File: config.mk
export PLATFORM = sky130hd
export DESIGN_NAME = histeq_div_sequencer
export DESIGN_NICKNAME = d
export VERILOG_FILES = /design/src/rtl/histeq_div_sequencer.sv
export SDC_FILE = /design/constraint.sdc
export NUM_CORES = 1
export LEC_CHECK = 0
export ABC_AREA = 0
export BUFFER_PORTS_ARGS = -buffer_cell sky130_fd_sc_hd__buf_2
export CAP_MARGIN = 20
export CORE_MARGIN = 4
export CORE_UTILIZATION = 47
export CTS_CLUSTER_SIZE = 12
export DETAILED_ROUTE_END_ITERATION = 8
export GPL_TIMING_DRIVEN = 0
export PLACE_DENSITY = 0.86
export SLEW_MARGIN = 10
export SYNTH_ARGS = -nofsm -noshare
export SYNTH_HDL_FRONTEND = slang
export SYNTH_SLANG_ARGS = --single-unit
File: constraint.sdc
create_clock -name clk -period 1.43 [get_ports clk]
set_input_delay 0.143 -clock clk [delete_from_list [all_inputs] [get_ports clk]]
set_output_delay 0.143 -clock clk [all_outputs]
set_load 0.1 [all_outputs]
File: src/rtl/histeq_div_sequencer.sv
// Walks every histogram bin through CDF RAM -> divider -> LUT RAM, one bin per cycle.
// Optional output clamp to MAX_GRAY is compiled in with `define LUT_CLAMP_EN.
module histeq_div_sequencer #(
  parameter int DATA_W   = 8,
  parameter int ADDR_W   = 8,
  parameter int NUM_BINS = 256,
  parameter int RAM_LAT  = 1,
  parameter int DIV_LAT  = 1
`ifdef LUT_CLAMP_EN
  , parameter int MAX_GRAY = 255
`endif
) (
  input  logic              clk,
  input  logic              reset,
  input  logic              start,
  input  logic              abort,
`ifdef LUT_CLAMP_EN
  input  logic              clamp_en,
`endif
  output logic              busy,
  output logic              done,
  output logic              cdf_rd_en,
  output logic [ADDR_W-1:0] cdf_addr,
  input  logic [DATA_W-1:0] cdf_rdata,
  output logic [DATA_W-1:0] div_cdf_in,
  input  logic [DATA_W-1:0] div_g_out,
  output logic              lut_we,
  output logic [ADDR_W-1:0] lut_addr,
  output logic [DATA_W-1:0] lut_wdata,
  output logic [1:0]        state_dbg
);

  // No backpressure anywhere: cdf_rd_en and lut_we are one-cycle strobes that the
  // RAMs must accept unconditionally; RAM_LAT and DIV_LAT must both be at least 1.
  localparam int PIPE_D = RAM_LAT + 1 + DIV_LAT;
  localparam logic [ADDR_W-1:0] LAST_ADDR = ADDR_W'(NUM_BINS - 1);

  typedef enum logic [1:0] {
    IDLE  = 2'd0,
    ISSUE = 2'd1,
    DRAIN = 2'd2,
    FIN   = 2'd3
  } state_t;

  state_t            state, state_nxt;
  logic [ADDR_W-1:0] rd_addr, rd_addr_nxt;
  logic              issue;
  logic              flush;
  logic [PIPE_D-1:0] vld;
  logic [ADDR_W-1:0] addr_pipe [PIPE_D];
  logic [DATA_W-1:0] wr_data;

  always_ff @(posedge clk or negedge reset) begin
    if (!reset) begin
      state   <= IDLE;
      rd_addr <= '0;
    end else begin
      state   <= state_nxt;
      rd_addr <= rd_addr_nxt;
    end
  end

  always_comb begin
    state_nxt   = state;
    rd_addr_nxt = rd_addr;
    flush       = 1'b0;
    case (state)
      IDLE: begin
        if (start) begin
          state_nxt   = ISSUE;
          rd_addr_nxt = '0;
        end
      end
      ISSUE: begin
        rd_addr_nxt = rd_addr + ADDR_W'(1);
        if (rd_addr == LAST_ADDR) state_nxt = DRAIN;
      end
      DRAIN: begin
        if (lut_we && (lut_addr == LAST_ADDR)) state_nxt = FIN;
      end
      FIN:     state_nxt = IDLE;
      default: state_nxt = IDLE;
    endcase
    // Abort overrides every transition, including the DRAIN->FIN one, so done never fires.
    if (abort && (state != IDLE)) begin
      state_nxt = IDLE;
      flush     = 1'b1;
    end
  end

  assign issue     = (state == ISSUE);
  assign cdf_rd_en = issue;
  assign cdf_addr  = issue ? rd_addr : '0;
  assign busy      = issue || (state == DRAIN);
  assign done      = (state == FIN);
  assign state_dbg = state;

`ifdef LUT_CLAMP_EN
  localparam logic [DATA_W-1:0] MAX_G = DATA_W'(MAX_GRAY);
  assign wr_data = (clamp_en && (div_g_out > MAX_G)) ? MAX_G : div_g_out;
`else
  assign wr_data = div_g_out;
`endif

  // vld[i] high means the bin in addr_pipe[i] was issued i+1 edges ago.
  always_ff @(posedge clk or negedge reset) begin
    if (!reset) begin
      vld        <= '0;
      div_cdf_in <= '0;
      lut_we     <= 1'b0;
      lut_addr   <= '0;
      lut_wdata  <= '0;
      for (int i = 0; i < PIPE_D; i++) addr_pipe[i] <= '0;
    end else begin
      vld          <= flush ? '0 : {vld[PIPE_D-2:0], issue};
      addr_pipe[0] <= cdf_addr;
      for (int i = 1; i < PIPE_D; i++) addr_pipe[i] <= addr_pipe[i-1];
      if (vld[RAM_LAT-1]) div_cdf_in <= cdf_rdata;
      lut_we <= vld[PIPE_D-1] && !flush;
      if (vld[PIPE_D-1]) begin
        lut_addr  <= addr_pipe[PIPE_D-1];
        lut_wdata <= wr_data;
      end
    end
  end

endmodule

Yosys cells after proc, flatten, opt, wreduce, memory -nomap -nowiden

Cells that the tools add are included.

Bits in registers: 62

Multiplexer cells: 10
$add $sub $neg: 1
Reduce and logical (&&, ||, !) cells: 10
Equality and inequality tests: 9

Operators by type and width:

| cell                                                                    | count |
|---|---|
| 8-bit == test, second input constant                                    | 2 |
| 8-bit 2-to-1 mux                                                        | 2 |
| 8-bit one-hot mux with 2 select lines                                   | 1 |
| 8-bit by 1-bit adder with 8-bit output, second input constant           | 1 |
| 2-bit 2-to-1 mux                                                        | 4 |
| 2-bit one-hot mux with 4 select lines                                   | 1 |
| 3-bit inequality test, second input constant                            | 2 |
| 2-bit == test, second input constant                                    | 2 |
| 2-bit nonzero test                                                      | 2 |
| 1-bit logical AND                                                       | 3 |
| 3-bit 2-to-1 mux                                                        | 1 |
| 3-bit by 1-bit inequality test with 1-bit output, second input constant | 1 |
| 3-bit AND reduction                                                     | 1 |
| 2-bit by 1-bit == test with 1-bit output, second input constant         | 1 |
| 2-bit zero test                                                         | 1 |
| 2-bit inequality test, second input constant                            | 1 |
| 2-bit AND reduction                                                     | 1 |
| 1-bit zero test                                                         | 1 |
| 1-bit logical OR                                                        | 1 |
| 1-bit 2-to-1 mux                                                        | 1 |

Depth between registers and ports, before layout

Depth after elaboration: 5
Gate-level depth with buffers: 7

Worst setup path before layout

OpenSTA, ideal clock, no wires.

Path type: register to register
Start point: register state[0], in the netlist state_dbg[0]
End point: register addr_pipe[21] (netlist bit)
Library setup time: 0.266 ns
Path buffers: 0
Cell stages (with the launch flop): 4
Path slack: -2.367 ns
Data required time: 1.164 ns
Period minus slack after synthesis: 3.797 ns
Data arrival time: 3.531 ns
Cell sequence: dfrtp_1 ha_1 inv_1 nor2_1

Longest elaborated chain between the ends: 2

Ends and longest elaborated chain:

| element                                  | line | RTL |
|---|---|---|
| start, declared                          | 45   | `state_t state, state_nxt;` |
| start signal, assigned                   | 58   | `state <= state_nxt;` |
| 2-bit by 1-bit == test with 1-bit output | 91   | `assign issue = (state == ISSUE);` |
| named net cdf_rd_en                      | 22   | `output logic cdf_rd_en,` |
| 8-bit 2-to-1 mux                         | 93   | `assign cdf_addr = issue ? rd_addr : '0;` |
| named net cdf_addr[5]                    | 23   | `output logic [ADDR_W-1:0] cdf_addr,` |
| end, declared                            | 50   | `logic [ADDR_W-1:0] addr_pipe [PIPE_D];` |

The timed path passes the listed nets, and every way through them passes these cells.
A chain may end at the register's enable or synchronous reset.

Worst setup path in the final report

Start point: register state[1], in the netlist state_dbg[1]
End point: output cdf_addr[7]

Longest elaborated chain between the ends: 2

Ends and longest elaborated chain:

| element                                  | line |
|---|---|
| 2-bit by 1-bit == test with 1-bit output | 91 |
| 8-bit 2-to-1 mux                         | 93 |
| end, declared                            | 23 |

No other way between the ends.

==> results.py <==
metrics = {
    "layout": {
        "area_growth_syn_to_layout_pct": 48.77,
        "n_fill_cell": 280,
        "num_antenna_cells": 0,
        "drive_gt1_frac": 0.5742,
        "layout.nets": 278,
    },
    "grt": {
        "grt_first_pass_wirelength_microns": 8142,
        "grt_use_total": 0.1777,
        "gr-total-overflow": 0,
        "antenna_found_initial": 0,
        "grt_max_degree": 63,
        "grt_pass1_vias": 1601,
    },
    "clock_tree": {
        "cts.sinks": 62,
        "numCtsBuffers": 9,
        "clock_latency_ns": 0.34,
        "cts_tree": "done",
        "cts_max_level": 3,
        "clockBufferDepth": 2,
        "clk_pin_slew_worst_paths_ns": 0.07,
        "cts_root_buf": "clkbuf_8",
    },
    "detailed_routing": {
        "dr.pass1.iters": 6,
        "wl_per_cell_microns": 17.91,
        "routed_wl_microns": 5786,
        "drc": 0,
        "via_per_inst": 4.916,
        "highest_layer": "met4",
        "met1Wirelength_microns": 2366,
        "first_iter_violations": 110,
        "routed-via-count": 1588,
        "dr_wl_met3_microns": 369,
        "ant_nets": 0,
        "wl_met2_microns": 2928,
    },
    "worst_setup_path": {
        "cp_num_buf_inv": 3,
        "end_kind": "output pin",
        "crit_fanout": 6,
        "critical-path-max-stage-delay_ns": 0.50,
        "path_cells": "inv_4 > ha_4 > buf_4 > and2_4 > buf_12",
        "crit_family": "flip-flops",
        "critPathLaunchType": "register",
        "cp_data_arrival_time_ns": 1.60,
        "slowest_stage": "dfrtp_4",
        "required_ns": 1.29,
        "worst-setup-path-type": "register to output pin",
    },
    "logic_synthesis": {
        "yosys_warnings": 0,
        "synth_area_per_cell_sq_um": 14.02,
        "ys_ff_latch": 62,
        "syn-num-nets": 189,
        "ys_types": 24,
        "synth_area_sq_um": 2286,
        "syn_inst": 163,
        "ys_seq_area_frac": 0.6787,
    },
    "sta": {
        "max_freq_ghz": 0.5726,
        "skew_ns": 0.007825,
        "setup_tns_ns": -4.733,
        "worst_slack_ns": -0.3164,
        "tightestPinTransition_ns": 0.7445,
        "hold_ws_ns": 0.03264,
        "fin_crit_sh": 1.221,
        "hold_viol_final": 0,
        "max_slew_margin": 0.5036,
        "fin_crit_ns": 1.746,
        "setup_viol": 22,
        "slew_viol_final": 0,
        "rsz0062_at_grt": "yes",
    },
    "placement": {
        "port_buffers": 57,
        "dp_hpwl_microns": 2847,
        "place_congestion": 0.8725,
    },
    "floorplan": {
        "die_x_microns": 77.74,
        "die_y_microns": 77.74,
        "fp.coreArea_sq_um": 4723,
        "rows": 25,
        "start_util": 0.4840,
        "io-pin-count": 58,
        "die-area_sq_um": 6044,
    },
    "hold_path": {
        "hp-class": "primary input to register",
    },
    "status": {
        "violations": "setup timing",
        "status": "finished with violations",
    },
    "job": {
        "max_cap_violations": 0,
    },
}
==> timing repair <==
action                                  4_1_cts  5_1_grt
pin swaps                                     0        3
gates resized for setup                      44       39
buffers inserted                              7       13
endpoints found under the setup margin       30       21
cloned                                        1        0
hold endpoints to repair                     62        0
hold buffers                                  1        0
==> through the flow <==
stage | cells | utilization | worst slack, ns | area, sq um
6_report | 323 | 0.7200 | -0.3164 | 3401
5_1_grt | 323 | 0.7200 | -0.3660 | 3401
4_1_cts | 310 | 0.6718 | -0.2909 | 3173
2_1_floorplan | 163 | - | -0.4286 | 2349
3_3_place_gp | 287 | 0.5754 | -0.3413 | 2718
3_5_place_dp | 287 | 0.5759 | -0.3838 | 2720
==> logic make-up (layout without fill, tap and decap cells) <==
logic type      Yosys count  in the layout  synth area share
compound gates           16             16           0.04215
simple gates             40             40           0.08867
mux                      29             29            0.1401
buf+inv                  10            103           0.01752
flops                    62             62            0.6787
fa+ha+maj                 6              6           0.03284
==> state kept, by name, indices dropped and copies added, names as in the netlist <==
name,flops
addr_pipe,24
div_cdf_in,8
lut_addr,8
lut_wdata,8
lut_we,1
rd_addr,8
state_dbg,2
vld,3
==> synth_stat cells <==
| cell type | count | area share |
|---|---|---|
| a221o_1 | 1 | 0.0044 |
| dfrtp_1 | 62 | 0.68 |
| o211ai_1 | 1 | 0.0033 |
| inv_1 | 5 | 0.0082 |
| o31ai_1 | 1 | 0.0033 |
| clkbuf_1 | 3 | 0.0049 |
| or3_1 | 1 | 0.0027 |
| and2_1 | 10 | 0.027 |
| o221ai_1 | 1 | 0.0038 |
| nor4_1 | 1 | 0.0027 |
| a21oi_1 | 2 | 0.0044 |
| mux2_2 | 24 | 0.12 |
| ha_1 | 6 | 0.033 |
| nand4_1 | 2 | 0.0055 |
| nor2_1 | 6 | 0.0099 |
| nor3_1 | 2 | 0.0044 |
| o21ai_0 | 9 | 0.020 |
| mux2i_1 | 5 | 0.022 |
| a21o_1 | 1 | 0.0033 |
| nand3_1 | 3 | 0.0066 |
| nand3_2 | 1 | 0.0044 |
| buf_2 | 2 | 0.0044 |
| nand2_1 | 12 | 0.020 |
| nand2b_1 | 2 | 0.0055 |
==> routing by layer <==
layer  vias up  GRT usage
met5         -          0
li1        729          -
met1       785     0.2019
met2        62     0.3159
met4         0    0.05338
met3        12    0.05800
==> cells in the final DEF (no fill, tap or decap), drive strengths merged, types with 4 or more instances in the layout <==
cell type  instances
buf               81
o21ai              9
mux2              24
and2              10
clkbuf            12
nand2             12
mux2i              5
dfrtp             62
ha                 6
nand3              4
nor2               6
inv                4
==> cell type report <==
| cell class | count | area [sq um] | share of cell area |
|---|---|---|---|
| Buffer | 4 | 35.03 | 0.01030 |
| Clock inverter | 4 | 70.07 | 0.02060 |
| Sequential cell | 62 | 1560 | 0.4588 |
| Tap cell | 67 | 83.83 | 0.02465 |
| Clock buffer | 11 | 151.4 | 0.04452 |
| Multi-Input combinational cell | 91 | 824.5 | 0.2425 |
| Timing Repair Buffer | 79 | 648.1 | 0.1906 |
| Inverter | 5 | 27.53 | 0.008094 |
==> path summary, 6_finish.rpt <==
kind,start,to,slack [ns],depth (start not counted)
hold / removal,div_g_out[3],lut_wdata[3]$_DFFE_PN0P_,0.03,2
max in group asynchronous,reset,state_dbg[0]$_DFFE_PN0P_,0.43,2
setup / recovery,state_dbg[1]$_DFFE_PN0P_,cdf_addr[7],-0.32,5
hold reg to reg,addr_pipe[21]$_DFF_PN0_,addr_pipe[13]$_DFF_PN0_,0.34,0
setup reg to reg,state_dbg[1]$_DFFE_PN0P_,rd_addr[7]$_DFFE_PN0P_,-0.29,7
min in group asynchronous,reset,lut_addr[3]$_DFFE_PN0P_,0.44,2
Power is not shown: default switching activity piles up to over one toggle a cycle in this logic, so the estimate is an artifact.
